<file path="src/rtl/buffet_mem_port_arbiter.sv">
// Arbitrates one single-port SRAM between the buffet write and read paths.
// Read returns go through a credit-checked response FIFO, so read-side backpressure never drops data.
module buffet_mem_port_arbiter #(
    parameter int DATA_WIDTH = 64,
    parameter int ADDR_WIDTH = 9,
    parameter int RSP_DEPTH  = 2,
    parameter int MAX_STARVE = 4
) (
    input  logic                  clk,
    input  logic                  rst_n,
    input  logic                  clk_en,
    input  logic                  flush,
    input  logic                  tile_en,
    input  logic                  cfg_wr_priority,
    input  logic [ADDR_WIDTH-1:0] wr_addr,
    input  logic [DATA_WIDTH-1:0] wr_data,
    input  logic                  wr_valid,
    output logic                  wr_ready,
    input  logic [ADDR_WIDTH-1:0] rd_addr,
    input  logic                  rd_valid,
    output logic                  rd_ready,
    output logic [DATA_WIDTH-1:0] rd_data,
    output logic                  rd_data_valid,
    input  logic                  rd_data_ready,
    output logic [ADDR_WIDTH-1:0] addr_to_mem,
    output logic [DATA_WIDTH-1:0] data_to_mem,
    output logic                  wen_to_mem,
    output logic                  ren_to_mem,
    input  logic [DATA_WIDTH-1:0] data_from_mem,
    output logic                  busy
);
    localparam int PW = (RSP_DEPTH > 1) ? $clog2(RSP_DEPTH) : 1;
    localparam int CW = PW + 1;
    localparam int SW = $clog2(MAX_STARVE + 1);
    localparam logic [CW:0]   CREDITS    = (CW+1)'(RSP_DEPTH);
    localparam logic [SW-1:0] STARVE_MAX = SW'(MAX_STARVE);

    logic [DATA_WIDTH-1:0] fifo_mem [RSP_DEPTH];
    logic [PW-1:0]         wptr, rptr;
    logic [CW-1:0]         count;
    logic                  inflight;
    logic [SW-1:0]         starve_cnt, starve_nxt;

    logic act, wr_elig, rd_elig, pri_elig, np_elig, starved;
    logic grant_p, grant_np, grant_wr, grant_rd, push, pop;
    logic [CW:0] used;

    always_comb begin
        act      = clk_en & tile_en & ~rst_n & ~flush;
        // credit counts the in-flight read; the current-cycle pop is deliberately ignored
        used     = {1'b0, count} + {{CW{1'b0}}, inflight};
        rd_elig  = act & rd_valid & (used < CREDITS);
        wr_elig  = act & wr_valid;
        starved  = (starve_cnt == STARVE_MAX);
        pri_elig = cfg_wr_priority ? wr_elig : rd_elig;
        np_elig  = cfg_wr_priority ? rd_elig : wr_elig;
        grant_np = np_elig & (~pri_elig | starved);
        grant_p  = pri_elig & ~grant_np;
        grant_wr = cfg_wr_priority ? grant_p  : grant_np;
        grant_rd = cfg_wr_priority ? grant_np : grant_p;

        starve_nxt = starve_cnt;
        if (grant_np)
            starve_nxt = '0;
        else if (np_elig && !starved)
            starve_nxt = starve_cnt + 1'b1;

        push = inflight;
        pop  = rd_data_valid & rd_data_ready;
    end

    assign wr_ready      = grant_wr;
    assign rd_ready      = grant_rd;
    assign wen_to_mem    = grant_wr;
    assign ren_to_mem    = grant_rd;
    assign addr_to_mem   = grant_wr ? wr_addr : (grant_rd ? rd_addr : '0);
    assign data_to_mem   = grant_wr ? wr_data : '0;
    assign rd_data_valid = (count != '0);
    assign rd_data       = rd_data_valid ? fifo_mem[rptr] : '0;
    assign busy          = inflight | rd_data_valid;

    always_ff @(posedge clk or posedge rst_n) begin
        if (rst_n) begin
            wptr       <= '0;
            rptr       <= '0;
            count      <= '0;
            inflight   <= 1'b0;
            starve_cnt <= '0;
        end else if (clk_en) begin
            if (flush) begin
                wptr       <= '0;
                rptr       <= '0;
                count      <= '0;
                inflight   <= 1'b0;
                starve_cnt <= '0;
            end else begin
                inflight   <= grant_rd;
                starve_cnt <= starve_nxt;
                if (push) wptr <= wptr + 1'b1;
                if (pop)  rptr <= rptr + 1'b1;
                if (push && !pop)
                    count <= count + 1'b1;
                else if (pop && !push)
                    count <= count - 1'b1;
            end
        end
    end

    // storage needs no reset; occupancy is tracked by count
    always_ff @(posedge clk) begin
        if (clk_en && !rst_n && !flush && push)
            fifo_mem[wptr] <= data_from_mem;
    end
endmodule
</file>
<file path="config.mk">
export PLATFORM = sky130hd
export DESIGN_NAME = buffet_mem_port_arbiter
export DESIGN_NICKNAME = d
export VERILOG_FILES = /design/src/rtl/buffet_mem_port_arbiter.sv
export SDC_FILE = /design/constraint.sdc
export NUM_CORES = 1
export LEC_CHECK = 0
export CAP_MARGIN = 15
export CORE_ASPECT_RATIO = 1.25
export CORE_UTILIZATION = 44
export DETAILED_ROUTE_END_ITERATION = 12
export GPL_ROUTABILITY_DRIVEN = 0
export GPL_TIMING_DRIVEN = 0
export HOLD_SLACK_MARGIN = 0.03
export PLACE_DENSITY_LB_ADDON = 0.25
export SLEW_MARGIN = 10
export SYNTH_ARGS = -nofsm -noshare
export SYNTH_HDL_FRONTEND = slang
export SYNTH_SLANG_ARGS = --single-unit
</file>
<file path="constraint.sdc">
create_clock -name clk -period 9 [get_ports clk]
set_clock_uncertainty 0.15 [all_clocks]
set_input_delay 1.35 -clock clk [delete_from_list [all_inputs] [get_ports clk]]
set_output_delay 1.35 -clock clk [all_outputs]
set_load 0.05 [all_outputs]
</file>
**Word-level counts from Yosys, hierarchy flattened**

Memory sizes are Yosys's and may differ from the RTL's.
Index checks and enable logic that the tools add are counted.
W data, S select, Z words.

- Register bits after elaboration: 8
- RAM bits: 128
- Output and inout port bits: 143
- Logic and storage cells: 70
- Memories kept: 1

Memory list:

| name | depth | bits a word | rd ports | clocked after memory_dff | wr ports | RTL line | source |
|---|---|---|---|---|---|---|---|
| fifo_mem | 2 | 64 | 1 | 0 | 1 | 38 | `logic [DATA_WIDTH-1:0] fifo_mem [RSP_DEPTH];` |

- Add/subtract/negate cells: 6
- $lt $le $gt $ge: 1
- Equal/unequal tests: 1
- Muxes and demuxes: 21
- Bitwise gates (word level): 15
- Reduce and logical (&&, ||, !) cells: 20

Operator list:

| cell | number |
|---|---|
| $mux W64 | 2 |
| $mux W9 | 2 |
| $mux W1 | 11 |
| $and A1 B1 Y1 | 9 |
| $mux W3 | 3 |
| $reduce_and A2 Y1 | 4 |
| $logic_and A1 B1 Y1 | 6 |
| $mux W2 | 3 |
| $reduce_bool A2 Y1 | 3 |
| $reduce_bool A3 Y1 | 2 |
| $logic_not A1 Y1 | 5 |
| $not A1 Y1 | 4 |
| $add A2 B1 Y3 | 1 |
| $add A3 B1 Y3 const B | 1 |
| $eq A3 B3 Y1 const B | 1 |
| $lt A3 B2 Y1 const B | 1 |
| $add A1 B1 Y1 const B | 2 |
| $add A2 B1 Y2 const B | 1 |
| $or A1 B1 Y1 | 2 |
| $sub A2 B1 Y2 const B | 1 |

**Depth between registers and ports, before layout**

- Depth after elaboration: 14
- Mapped depth: 8
- Depth with buffers taken out: 6

**Worst setup path before layout**

Ideal clock, no wire load.

- Kind: input to register
- From: input port flush
- To: memory fifo_mem[1][0] (enable)
- Library setup time: 579 ps
- Arrival: 6,374 ps
- Data required time: 8,271 ps
- Slack: 1,897 ps
- Stages: 3
- Buffers on the path: 1
- Cell sequence: buf_6 -> nand3b_1 -> nor3b_1

- Cells in the longest elaborated chain, start to end: 5

Ends and longest elaborated chain:

| element | RTL line | source |
|---|---|---|
| start: declaration | 12 | `input logic flush,` |
| $logic_not A1 Y1 | 111 | `if (clk_en && !rst_n && !flush && push)` |
| $logic_and A1 B1 Y1 (2 in series) | 111 |  |
| $mux W1 | 111 |  |
| $mux W1 (implied by the code) | 112 | `fifo_mem[wptr] <= data_from_mem;` |
| end: declaration | 38 |  |

No other way between the ends.

**Worst setup path in the final report**

- From: input port rst_n
- To: output port data_to_mem[29]

- Cells in the longest elaborated chain, start to end: 13
- Elaborated cells between the ends (all ways): 15
- Those cells by class: 4 x mux; 11 x bitwise

Ends and longest elaborated chain:

| element | RTL line | source |
|---|---|---|
| start: declaration | 10 | `input logic rst_n,` |
| $not A1 Y1 (*) | 49 | `act = clk_en & tile_en & ~rst_n & ~flush;` |
| $and A1 B1 Y1 (*) (2 in series) | 49 |  |
| $and A1 B1 Y1 (2 in series) | 52 | `rd_elig = act & rd_valid & (used < CREDITS);` |
| $mux W1 | 55 | `pri_elig = cfg_wr_priority ? wr_elig : rd_elig;` |
| $not A1 Y1 | 57 | `grant_np = np_elig & (~pri_elig \| starved);` |
| $or A1 B1 Y1 | 57 |  |
| $and A1 B1 Y1 | 57 |  |
| $not A1 Y1 | 58 | `grant_p = pri_elig & ~grant_np;` |
| $and A1 B1 Y1 | 58 |  |
| $mux W1 (*) | 59 | `grant_wr = cfg_wr_priority ? grant_p : grant_np;` |
| $mux W64 (*) | 77 | `assign data_to_mem = grant_wr ? wr_data : '0;` |
| end: declaration | 26 | `output logic [DATA_WIDTH-1:0] data_to_mem,` |

Mark *: on every way between the ends. The rest lies on a longest branch, timed or not.

==> out/qor.yml <==
grt_pass1_vias: 4818
syn-cell-area_um2: 5970
slew_headroom: 0.604
post-cts-setup-buffer-count: 0
grt_use_total: 0.258
start_util: 0.451
cts_tree: "built"
core-area_um2: 13200
rr_worst_depth: 6
max_stage_delay_ps: 860
final.period_utilization: 0.571
crit_type: "input pin to output port"
routedWlPerCell_um: 18.9
maxCapViolCount: 0
required_ps: 7500
yosysMostFrequentCell: "edfxtp_1"
layout_min_cycle_time_ps: 5130
grt_setup_unrepaired: "false"
top_usage_layer: "met2"
cts-buffers-inserted: 17
die-height_um: 132
fmax_mhz: 195
n_fill_cell: 884
htreeDepth: 4
dr.pass1.iters: 4
via_count: 4641
synth_common_cells: "edfxtp_1 (128), nor2_1 (68), and2_1 (64), mux2i_1 (64)"
detail-route-antenna-nets: 0
hold_buffers: 0
ys_ff_latch: 136
io_buffers: 295
synth_seq_area_share: 0.677
clock_path_buffers: 2
cp.arrival_ps: 3630
slowest_stage: "clkdlybuf4s50_1"
slew_violations: 0
avgSynthCellArea_um2: 14.1
cts_resized: 0
dp_hpwl_mm: 14.4
overflow: 0
grt_max_degree: 17
syn-num-nets: 581
num-nets-final: 909
yosysWarnings: 0
grt_use_met1: 0.260
whs_path_depth: 1
area_growth_pct: 64.3
rows: 47
antenna_found_initial: 9
finalSetupViolCount: 0
synth-async-reset-ratio: 0.0588
synthDistinctLibCells: 39
drc: 0
clock_sinks: 136
synth_largest_area_cell: "edfxtp_1"
clock_latency_ps: 400
ir_worst_vdd_mv: 0.224
min_path_type: "register to register"
hold_viol_final: 0
dp.cells: 904
ys_top_cells_by_area: "edfxtp_1 (64%), mux2i_1 (11%), and2_1 (6.7%), nor2_1 (4.3%), dfrtp_1 (3.4%)"
tightest_slew_ps: 592
path_clk_slew_ps: 60
yosys_most_used_dff: "edfxtp_1"
syn_inst: 424
status: "complete, no violations"
yosysTopAreaCellShare: 0.643
finalWirelength_mm: 17.8
grt_pass1_wl_mm: 26.4
drtIter0Drc: 237
crit_chain: "clkdlybuf4s50_1 > and4bb_1 > o211a_1 > buf_6 > buf_6 > and2_1 > clkdlybuf4s50_1"
die_w_um: 106
p_leak_uw: 0.00340
grt.met2_usage: 0.461
fp.dieArea_um2: 14000
ctsRootBufferMaster: "clkbuf_16"
top_level_ports: 298
via_per_inst: 4.93
layout.cells.non_filler: 941
synth_edf_count: 128
worstSetupStartpointType: "input pin"
crit_path_max_fanout: 10
power_density_nw_per_um2: 154
use_met3: 0.119
endpoint_kind: "output port"
fin_tns_setup_ps: 0
final_layout_size_suffix_gt1_frac: 0.0929
[sequential cells by signal (all words and copies together) (netlist names)]
name	flops
rptr	1
wptr	1
inflight	1
fifo_mem	128
count	2
starve_cnt	3
[worst paths after layout]
| kind | start | to | slack (ps) |
|---|---|---|---|
| setup reg to reg | inflight | fifo_mem[1][13] | 6810 |
| setup / recovery | rst_n | data_to_mem[29] | 3870 |
| hold / removal | wptr | wptr | 400 |
| hold reg to reg | wptr | wptr | 400 |
| min in group asynchronous | rst_n | starve_cnt[1] | 1200 |
| max in group asynchronous | rst_n | inflight | 7240 |
[final cells by class]
type                       count  area [µm²]  share of cell area
inverter                       6        22.5             0.00230
antenna                        6        15.0             0.00153
buffer                        29         200              0.0204
clock inverter                14         101              0.0103
tap                          171         214              0.0218
timing repair buffer         309        3070               0.313
multi-input combinational    253        1720               0.175
sequential                   136        4040               0.412
clock buffer                  17         425              0.0434
[worst max-delay path: cells and delay by family]
kind | cells | cell delay (ps)
buffers and inverters | 4 | 1640
AOI/OAI and AO/OA | 1 | 180
and+or+nand+nor | 2 | 450
[layer usage]
layer	up-vias	wire, µm
met5	-	68
met2	238	9190
met4	10	424
met1	2169	6110
met3	36	2020
li1	2188	-
[where the power goes]
group / total [µW] / switching, µW / internal, µW
logic: 200 / 99.1 / 101
registers: 698 / 2.30 / 695
clock network: 610 / 259 / 351
total: 1510 / 361 / 1150
[placed cells by master (no fill, tap or decap), types with 3 or more instances in the layout]
cell type,netlist,layout
clkbuf_1,5,5
o21ai_0,5,5
buf_4,6,16
buf_2,7,7
nor2_1,68,68
a22o_1,9,9
clkdlybuf4s50_1,0,295
diode_2,0,6
buf_1,3,3
inv_1,6,6
and2_1,64,64
clkinvlp_4,0,5
clkinv_2,0,4
mux2i_1,64,64
edfxtp_1,128,128
dfrtp_1,8,8
clkbuf_16,0,17
nand2_1,9,9
inv_6,0,3
buf_6,8,12
[logic make-up (layout without fill, tap and decap cells)]
| logic type | Yosys count | after routing | share of synthesized area |
|---|---|---|---|
| and+or+nand+nor | 157 | 157 | 0.135 |
| DFF | 136 | 136 | 0.677 |
| muxes | 64 | 64 | 0.107 |
| buffers and inverters | 35 | 375 | 0.0373 |
| AOI/OAI and AO/OA | 27 | 27 | 0.0348 |
| xor gates and xnor gates | 3 | 3 | 0.00440 |
| adders and majority gates | 2 | 2 | 0.00419 |
| other | 0 | 6 | 0 |
[per-stage QoR]
stage / utilization / hold WS, ps / cell area, µm² / power, µW / setup WS [ps]
after floorplan: - / 324 / 5970 / 802 / 1900
after CTS: 0.740 / 394 / 9800 / 1520 / 3840
after global routing: 0.740 / 413 / 9800 / 1550 / 3740
after detailed placement: 0.701 / 379 / 9270 / 911 / 3850
final: 0.742 / 397 / 9810 / 1510 / 3870
after global placement: 0.691 / 346 / 9140 / 906 / -790
(Power assumes the default switching activity.)
